==> src/rtl/ps2_host_tx.sv <==
// ps2_host_tx: PS/2 host-to-device byte transmitter (inhibit, request-to-send, 11-bit frame, ack check); define PS2_TX_TIMEOUT_EN to add a busy watchdog
module ps2_host_tx #(
  parameter int INHIBIT_CYCLES = 10000,
  parameter int TIMEOUT_CYCLES = 2000000
) (
  input  logic       clk,
  input  logic       rst,
  input  logic [7:0] tx_data,
  input  logic       tx_start,
  input  logic       ps2_clk_i,
  input  logic       ps2_data_i,
  output logic       ps2_clk_oe,
  output logic       ps2_data_oe,
  output logic       busy,
  output logic       done,
  output logic       err
);
  typedef enum logic [2:0] {IDLE, INHIBIT, REQ, SHIFT, ACK, RELEASE} state_t;
  localparam int IW = $clog2(INHIBIT_CYCLES + 1);
  state_t r_state, w_next;
  logic [1:0] r_clk_s, r_dat_s;
  logic r_clk_d, r_data_oe;
  logic [7:0] r_data;
  logic [3:0] r_bit;
  logic [IW-1:0] r_inh;
  logic w_clk, w_dat, w_fall, w_inh_done, w_to, w_done, w_err;
  assign w_clk = r_clk_s[1];
  assign w_dat = r_dat_s[1];
  assign w_fall = r_clk_d & ~w_clk;
  assign w_inh_done = r_inh == IW'(INHIBIT_CYCLES - 1);
  assign busy = r_state != IDLE;
  assign ps2_clk_oe = r_state == INHIBIT || r_state == REQ;
  assign ps2_data_oe = r_state == REQ || (r_state == SHIFT && r_data_oe);
  assign done = rst & w_done;
  assign err = rst & w_err;
`ifdef PS2_TX_TIMEOUT_EN
  localparam int TW = $clog2(TIMEOUT_CYCLES + 1);
  logic [TW-1:0] r_wd;
  // watchdog: cycles spent busy, cleared whenever the block is idle
  always_ff @(posedge clk)
    if (!rst || !busy) r_wd <= '0;
    else r_wd <= r_wd + 1'b1;
  assign w_to = busy && r_wd == TW'(TIMEOUT_CYCLES);
`else
  assign w_to = TIMEOUT_CYCLES < 0;
`endif
  // next state plus done/err pulses; a watchdog expiry overrides any transition
  always_comb begin
    w_next = r_state;
    w_done = 1'b0;
    w_err = 1'b0;
    if (w_to) begin
      w_next = IDLE;
      w_err = 1'b1;
    end else
      case (r_state)
        IDLE:    w_next = tx_start ? INHIBIT : IDLE;
        INHIBIT: w_next = w_inh_done ? REQ : INHIBIT;
        REQ:     w_next = SHIFT;
        SHIFT:   w_next = (w_fall && r_bit == 4'd9) ? ACK : SHIFT;
        ACK: if (w_fall) begin
          w_next = w_dat ? IDLE : RELEASE;
          w_err = w_dat;
        end
        RELEASE: if (w_clk && w_dat) begin
          w_next = IDLE;
          w_done = 1'b1;
        end
        default: w_next = IDLE;
      endcase
  end
  // state, line synchronizers, byte latch, counters and the bit being driven
  always_ff @(posedge clk)
    if (!rst) begin
      r_state <= IDLE;
      r_clk_s <= 2'b11;
      r_dat_s <= 2'b11;
      r_clk_d <= 1'b1;
      r_data <= '0;
      r_bit <= '0;
      r_inh <= '0;
      r_data_oe <= 1'b0;
    end else begin
      r_state <= w_next;
      r_clk_s <= {r_clk_s[0], ps2_clk_i};
      r_dat_s <= {r_dat_s[0], ps2_data_i};
      r_clk_d <= w_clk;
      if (r_state == IDLE && tx_start) r_data <= tx_data;
      r_inh <= (r_state == INHIBIT && !w_inh_done) ? r_inh + 1'b1 : '0;
      r_bit <= (r_state == SHIFT || r_state == ACK) ? r_bit + {3'b000, w_fall} : 4'd0;
      if (r_state == REQ) r_data_oe <= 1'b1;
      else if (r_state == SHIFT && w_fall)
        r_data_oe <= r_bit < 4'd8 ? ~r_data[r_bit[2:0]] : r_bit == 4'd8 ? ^r_data : 1'b0;
    end
endmodule

==> config.mk <==
export PLATFORM = sky130hd
export DESIGN_NAME = ps2_host_tx
export DESIGN_NICKNAME = d
export VERILOG_FILES = /design/src/rtl/ps2_host_tx.sv
export SDC_FILE = /design/constraint.sdc
export NUM_CORES = 1
export LEC_CHECK = 0
export ABC_AREA = 1
export CELL_PAD_IN_SITES_DETAIL_PLACEMENT = 2
export CELL_PAD_IN_SITES_GLOBAL_PLACEMENT = 2
export CORE_ASPECT_RATIO = 2
export CORE_MARGIN = 10
export CORE_UTILIZATION = 35
export CTS_BUF_LIST = sky130_fd_sc_hd__clkbuf_8
export DETAILED_ROUTE_END_ITERATION = 12
export PLACE_DENSITY = 0.82
export SLEW_MARGIN = 10
export SYNTH_ARGS = -nofsm -noshare
export SYNTH_HDL_FRONTEND = slang
export SYNTH_SLANG_ARGS = --single-unit
==> constraint.sdc <==
create_clock -name clk -period 3.8 [get_ports clk]
set_input_delay 0.76 -clock clk [delete_from_list [all_inputs] [get_ports clk]]
set_output_delay 0.76 -clock clk [all_outputs]
set_load 0.03 [all_outputs]
==> results of run 1 <==
## layer usage
layer	share of wire	global-route usage	up-vias	routed length [microns]
li1	-	-	829	-
met1	0.33	0.102	805	1670
met2	0.61	0.264	19	3040
met3	0.028	0.0272	13	140
met4	0.030	0.0670	0	150
met5	0	0	-	0
## power groups by stage
stage,clock network [mW],registers (mW),logic (mW)
after floorplan,0,0.394,0.0606
after global placement,0,0.396,0.0916
after detailed placement,0,0.397,0.0957
after CTS,0.270,0.389,0.0965
after global routing,0.287,0.390,0.110
final,0.261,0.388,0.0930
## logic make-up (layout without fill, tap and decap cells)
family	Yosys count	after routing	share of synthesized area
AO/OA/AOI/OAI	34	34	0.105
flip-flops	35	35	0.399
buffers and inverters	35	58	0.0799
XOR/XNOR	8	8	0.0399
adder cells (fa/ha/maj)	3	3	0.0214
AND/OR/NAND/NOR	133	133	0.354
## flip-flops by register name, summed over array words and instances (netlist names)
| signal | flops |
|---|---|
| r_dat_s | 2 |
| r_data_oe | 1 |
| r_inh | 14 |
| r_data | 8 |
| r_clk_d | 1 |
| r_clk_s | 2 |
| r_state | 3 |
| r_bit | 4 |
## worst min-delay path by stage
stage,start,endpoint,slack (ns),cells past startpoint
final,r_dat_s[0],r_dat_s[1],0.42,1
after CTS,r_dat_s[0],r_dat_s[1],0.42,1
after detailed placement,r_dat_s[0],r_dat_s[1],0.40,1
after global placement,r_clk_s[0],r_clk_s[1],0.40,1
after floorplan,r_clk_s[0],r_clk_s[1],0.39,1
after global routing,r_clk_s[0],r_clk_s[1],0.45,1
## cells in the final DEF (no fill, tap or decap), drive strengths merged
cell type and n:
ha 3, inv 33, o21ai 12, a31oi 1, buf 2, or2 6, and3 1, dfxtp 35
nor3b 1, xor2 4, a22oi 1, clkdlybuf4s50 17, nand3b 2, nand4 3, clkinv 1, nor3 5
a21oi 19, clkbuf 5, nand2 63, o21bai 1, xnor2 4, nor2 34, nor4 1, nand3 17
## worst max-delay path, stage by stage
cell	delay, ns
clkdlybuf4s50_1	0.57
inv_1	0.09
nor2_1	0.11
clkdlybuf4s50_1	0.68
## through the flow
step | area [sq um] | cells | hold WS (ns) | setup WS (ns)
after floorplan | 1750 | 248 | 0.393 | 1.58
after global placement | 1990 | 320 | 0.397 | 0.852
after detailed placement | 1990 | 320 | 0.403 | 0.803
after CTS | 2070 | 328 | 0.420 | 0.803
after global routing | 2070 | 328 | 0.448 | 0.755
final | 2070 | 328 | 0.418 | 0.819
## final cells by class
cell class | instances | area [sq um]
clock inverter | 3 | 12.5
tap | 57 | 71.3
sequential | 35 | 701
multi-input combinational | 178 | 913
timing repair buffer | 19 | 185
fill | 597 | 2800
inverter | 31 | 116
clock buffer | 5 | 68.8
==> flow_summary.toml, run 1 <==
[finish]
final_core_util = 0.425
area_delta_synth_final_pct = 17.9
nNetsFinal = 286
drive_above_1_share = 0.111
diodes = 0

[drt]
dr.pass1.iters = 3
vias_per_cell = 5.08
dr_total_vias = 1666
wire_per_inst_microns = 15.3
antenna_left = 0
routed_wl_microns = 5010
remaining_drc_errors = 0
first_iter_violations = 47

[power_and_ir_drop]
p_per_area_nw_per_um2 = 359
power_uw = 742
pwr-share-comb = 0.125
peakVddDrop_mv = 0.192
power.internal_uw = 539
p_leak_nw = 0.816
swShare = 0.273
p_seq_frac = 0.523
pwr-share-clk = 0.351
p_sw_uw = 203

[synth]
synthTopCellsByCount = "nand2_1 (62), dfxtp_1 (35), inv_1 (29)"
synthesis.area_sq_um = 1750
synth_top_cells_by_area = "dfxtp_1 (40%), nand2_1 (13%), inv_1 (6.2%)"
synthDistinctLibCells = 32
synth_most_common_cell = "nand2_1"
ys_seq_area_frac = 0.399
ys_warn_count = 0
async_flop_share = 0
synthFlopType = "dfxtp_1"
syn_area_per_cell_sq_um = 7.07
synth_top_area_frac = 0.399
ys_seq_elements = 35
synth_edf_count = 0
synth_top_area_cell = "dfxtp_1"
syn_nets = 264
netlist_instances = 248

[floorplan]
die_area_sq_um = 8420
core-area_sq_um = 4860
start_util = 0.361
die_h_microns = 120
rows = 36
ios = 18
fp.dieW_microns = 70.1

[critical_path]
crit_type = "input pin to output pin"
crit_fanout = 3
crit_path_end_kind = "output pin"
arrival_ns = 2.22
r2r_cells = 6
worst_setup_path_start_kind = "input pin"
startpoint = "rst"
cp-endpoint = "err"
reg2reg_slack_ns = 2.21
worstPathRequired_ns = 3.04
r2r-start = "r_state[2]"
r2r_end = "r_state[0]"

[clocking]
clock_latency_ns = 0.29
path_clk_slew_ns = 0.07
cts.path.max_buffers = 2
clock_sinks = 35
cts_buffers = 5
post_cts_buffers = 0
cts_max_level = 2
clockRootBuffer = "clkbuf_8"
cts_resized = 0
cts_hold_buf = 0
tritoncts = "done"

[place]
hpwl_microns = 4120
gp_congestion = 0.726
portBuffers = 17

[sta]
slew_violations = 0
grt_setup_unrepaired = "false"
finalClockSkew_ns = 0.00921
timing.fmax_mhz = 335
worst_pin_slew_ns = 0.607
fin_crit_sh = 0.785
setup_viol = 0
timing_hold_violations_final = 0
max-slew-margin-rel = 0.594
tns_ns = 0
fin_crit_ns = 2.98

[min_path]
hold_path.class = "flip-flop to flip-flop"

[grt]
track_usage = 0.127
antenna_found_initial = 0
grt_overflow = 0
grt_max_degree = 18
grt_pass1_vias = 1925
grt_pass1_wl_microns = 8760

[run]
drv_cap = 0

[outcome]
status = "finished clean"
Power figures use the tool's default switching activity.
==> run 2: changes to the inputs <==
CORE_UTILIZATION = 30   (was 35)
PLACE_DENSITY = 0.75   (was 0.82)
clock period = 2.5 ns   (was 3.8 ns; I/O delays follow)
==> flow_summary.toml, run 2 (same netlist as run 1, synthesis figures left out) <==
[finish]
drive_above_1_share = 0.132
area_delta_synth_final_pct = 19.2
regMostFlops = "r_inh"
diodes = 0
layout.cells.most_common = "nand2_1"
reg_top3 = "r_inh: 14 flops, r_data: 8 flops, r_bit: 4 flops"
final_area_sq_um = 2090
largest_reg_flops = 14
ff_latch_area_sq_um = 701
final_cell_mix = "nand2_1 (62), dfxtp_1 (35), inv_1 (29)"
fillers = 702
fin_cells = 334
multi_input_area_sq_um = 913
nNetsFinal = 288

[floorplan]
die_h_microns = 128
start_util = 0.307
core-area_sq_um = 5710
fp.dieW_microns = 74.1
ios = 18
rows = 39
die_area_sq_um = 9490

[sta]
tns_ns = 0
grt_setup_unrepaired = "false"
slew_violations = 0
fin_crit_sh = 0.824
finalClockSkew_ns = 0.00327
max-slew-margin-rel = 0.692
worst_slack_ns = 0.440
setup_viol = 0
timing_hold_violations_final = 0
fin_crit_ns = 2.06
timing.fmax_mhz = 486
worst_pin_slew_ns = 0.457

[clocking]
post_cts_buffers = 0
clockRootBuffer = "clkbuf_8"
path_clk_slew_ns = 0.07
cts_max_level = 2
cts_buffers = 5
tritoncts = "done"
clock_sinks = 35
cts.path.max_buffers = 2
clock_latency_ns = 0.29

[grt]
grt_overflow = 0
grt_pass1_vias = 1883
grt_pass1_wl_microns = 8440
grt_max_degree = 18
track_usage = 0.112
antenna_found_initial = 0

[outcome]
status = "finished clean"

[drt]
remaining_drc_errors = 0
routed_wl_microns = 4920
first_iter_violations = 32
antenna_left = 0
wire_per_inst_microns = 14.7
vias_per_cell = 5.01
dr.pass1.iters = 2
dr_total_vias = 1672

[run]
drv_cap = 0

[place]
hpwl_microns = 4000
pre_cts_ws_ns = 0.439
gp_congestion = 0.735
dpl.cell_count = 326
portBuffers = 17
dpl_cell_area_sq_um = 2000

[critical_path]
arrival_ns = 1.56
crit_path_end_kind = "output pin"
crit_fanout = 4
crit_type = "flip-flop to output pin"
worstPathRequired_ns = 2.00
worst_setup_path_start_kind = "flip-flop"
reg2reg_slack_ns = 0.93

[power_and_ir_drop]
power_mw = 1.14
peakVddDrop_mv = 0.435
p_per_area_nw_per_um2 = 543
p_leak_nw = 0.860

[min_path]
hold_path.class = "flip-flop to flip-flop"
[run 2: what timing repair did]
| action | CTS | global route |
|---|---|---|
| endpoints found under the hold margin | 0 | 0 |
| gates resized for setup | 0 | 2 |
| setup endpoints to repair | 0 | 2 |
| hold buffers | 0 | 0 |
[run 2: per-layer routing]
metal | up-vias | part of all wire | routed length [microns] | track usage
met3 | 7 | 0.025 | 125 | 0.0264
met5 | - | 0 | 0 | 0
met1 | 817 | 0.33 | 1620 | 0.0907
met2 | 14 | 0.63 | 3110 | 0.236
li1 | 834 | - | - | -
met4 | 0 | 0.013 | 66 | 0.0364
[run 2: final timing paths]
check                                 from          to  depth (start not counted)
worst min-delay path            r_clk_s[0]  r_clk_s[1]                          1
worst max register to register    r_inh[0]    r_inh[7]                          8
worst max-delay path            r_state[2]        busy                          3
worst min register to register  r_clk_s[0]  r_clk_s[1]                          1
[run 2: per-stage QoR]
| step | util | hold WS, ns |
|---|---|---|
| after floorplan | - | 0.393 |
| after global placement | 0.351 | 0.395 |
| after detailed placement | 0.351 | 0.404 |
| after CTS | 0.365 | 0.422 |
| after global routing | 0.366 | 0.441 |
| final | 0.366 | 0.417 |
[run 2: critical path, cell delays in order, from the launching register on]
cell	delay, ns
dfxtp_1	0.40
inv_1	0.10
nand2_1	0.08
clkdlybuf4s50_1	0.69
[run 2: cell type report]
cell class                 count  area share
clock buffer                   5      0.0329
clock inverter                 3     0.00718
inverter                      31      0.0557
multi-input combinational    178       0.437
sequential                    35       0.335
tap                           61      0.0365
timing repair buffer          21      0.0958
[run 2: where the power goes]
part | total (mW) | switching [mW] | leakage, nW | internal, mW
sequential | 0.590 | 0.0147 | 0.285 | 0.575
combinational | 0.142 | 0.0829 | 0.527 | 0.0587
clock | 0.404 | 0.213 | 0.0477 | 0.191
==> run 3: changes to the inputs <==
clock period = 1.7 ns   (was 2.5 ns; I/O delays follow)
==> flow_summary.toml, run 3 (same netlist as run 1, synthesis figures left out) <==
[outcome]
status = "finished clean"

[sta]
fin_crit_sh = 0.961
setup_viol = 0
worst_pin_slew_ns = 0.525
max-slew-margin-rel = 0.646
grt_setup_unrepaired = "true"
timing.fmax_mhz = 612
finalClockSkew_ns = 0.00552
tns_ns = 0
slew_violations = 0
worst_slack_ns = 0.0660
timing_hold_violations_final = 0
fin_crit_ns = 1.63

[place]
pre_cts_ws_ns = 0.0877
hpwl_microns = 4160
dpl_cell_area_sq_um = 2020
dpl.cell_count = 329
portBuffers = 17
gp_congestion = 0.754

[finish]
nNetsFinal = 291
multi_input_area_sq_um = 946
regMostFlops = "r_inh"
diodes = 0
largest_reg_flops = 14
layout.cells.most_common = "nand2_1"
reg_top3 = "r_inh: 14 flops, r_data: 8 flops, r_bit: 4 flops"
ff_latch_area_sq_um = 709
area_delta_synth_final_pct = 22.2
final_area_sq_um = 2140
drive_above_1_share = 0.170
fin_cells = 337
final_core_util = 0.375
fillers = 674
final_cell_mix = "nand2_1 (62), dfxtp_1 (32), inv_1 (29)"

[critical_path]
worst_setup_path_start_kind = "flip-flop"
worstPathRequired_ns = 1.36
crit_fanout = 4
crit_path_end_kind = "output pin"
crit_type = "flip-flop to output pin"
arrival_ns = 1.29

[power_and_ir_drop]
p_leak_nw = 0.851
peakVddDrop_mv = 0.564
p_per_area_nw_per_um2 = 784

[drt]
wire_per_inst_microns = 15.5
first_iter_violations = 39
remaining_drc_errors = 0
dr_total_vias = 1689
dr.pass1.iters = 4
vias_per_cell = 5.01
antenna_left = 0
routed_wl_microns = 5230

[clocking]
cts.path.max_buffers = 2
clock_sinks = 35
clock_latency_ns = 0.30
path_clk_slew_ns = 0.07
clockRootBuffer = "clkbuf_8"
cts_buffers = 5
tritoncts = "done"
cts_max_level = 2

[floorplan]
rows = 39
die_area_sq_um = 9490
fp.dieW_microns = 74.1
core-area_sq_um = 5710
start_util = 0.307
die_h_microns = 128
ios = 18

[min_path]
hold_path.class = "flip-flop to flip-flop"

[grt]
grt_pass1_wl_microns = 8580
grt_pass1_vias = 1904
grt_overflow = 0
grt_max_degree = 13
antenna_found_initial = 0
track_usage = 0.118

[run]
drv_cap = 0
run 3: where the power goes:
| group | switching (mW) | internal [mW] |
|---|---|---|
| sequential | 0.0237 | 0.843 |
| combinational | 0.131 | 0.0897 |
| clock | 0.318 | 0.276 |
run 3: per-layer routing:
| layer | global-route usage | vias to the layer above | part of all wire |
|---|---|---|---|
| met5 | 0 | - | 0 |
| met4 | 0.0595 | 0 | 0.026 |
| met3 | 0.0279 | 9 | 0.027 |
| met2 | 0.238 | 19 | 0.61 |
| met1 | 0.0968 | 824 | 0.34 |
| li1 | - | 837 | - |
run 3: per-stage QoR:
step,hold slack [ns],power [mW]
floorplan,0.393,1.02
global placement,0.394,1.10
detailed placement,0.407,1.11
CTS,0.425,1.73
global route,0.444,1.79
finish,0.421,1.68
run 3: what timing repair did:
| item | 4_1_cts | 5_1_grt |
|---|---|---|
| setup buffers | 0 | 0 |
| resized for setup | 7 | 9 |
| hold buffers | 0 | 0 |
| setup endpoints to repair | 4 | 4 |
run 3: final cells by class:
type / instances / area share
Timing Repair Buffer: 24 / 0.0987
Multi-Input combinational cell: 178 / 0.441
Clock buffer: 5 / 0.0321
Tap cell: 61 / 0.0356
Sequential cell: 35 / 0.331
Clock inverter: 3 / 0.00584
Inverter: 31 / 0.0555
run 3: critical path, cell delays in order (launching register included):
cell and delay [ns]:
dfxtp_4 0.39, inv_1 0.08, nor2_4 0.12, inv_2 0.08, o21bai_1 0.14, buf_4 0.18
run 3: worst paths after layout:
path | startpoint | end | slack [ns] | depth (start not counted)
setup / recovery | r_state[1] | ps2_clk_oe | 0.07 | 5
setup reg to reg | r_inh[0] | r_state[0] | 0.17 | 8
hold / removal | r_clk_s[0] | r_clk_s[1] | 0.42 | 1
hold reg to reg | r_clk_s[0] | r_clk_s[1] | 0.42 | 1
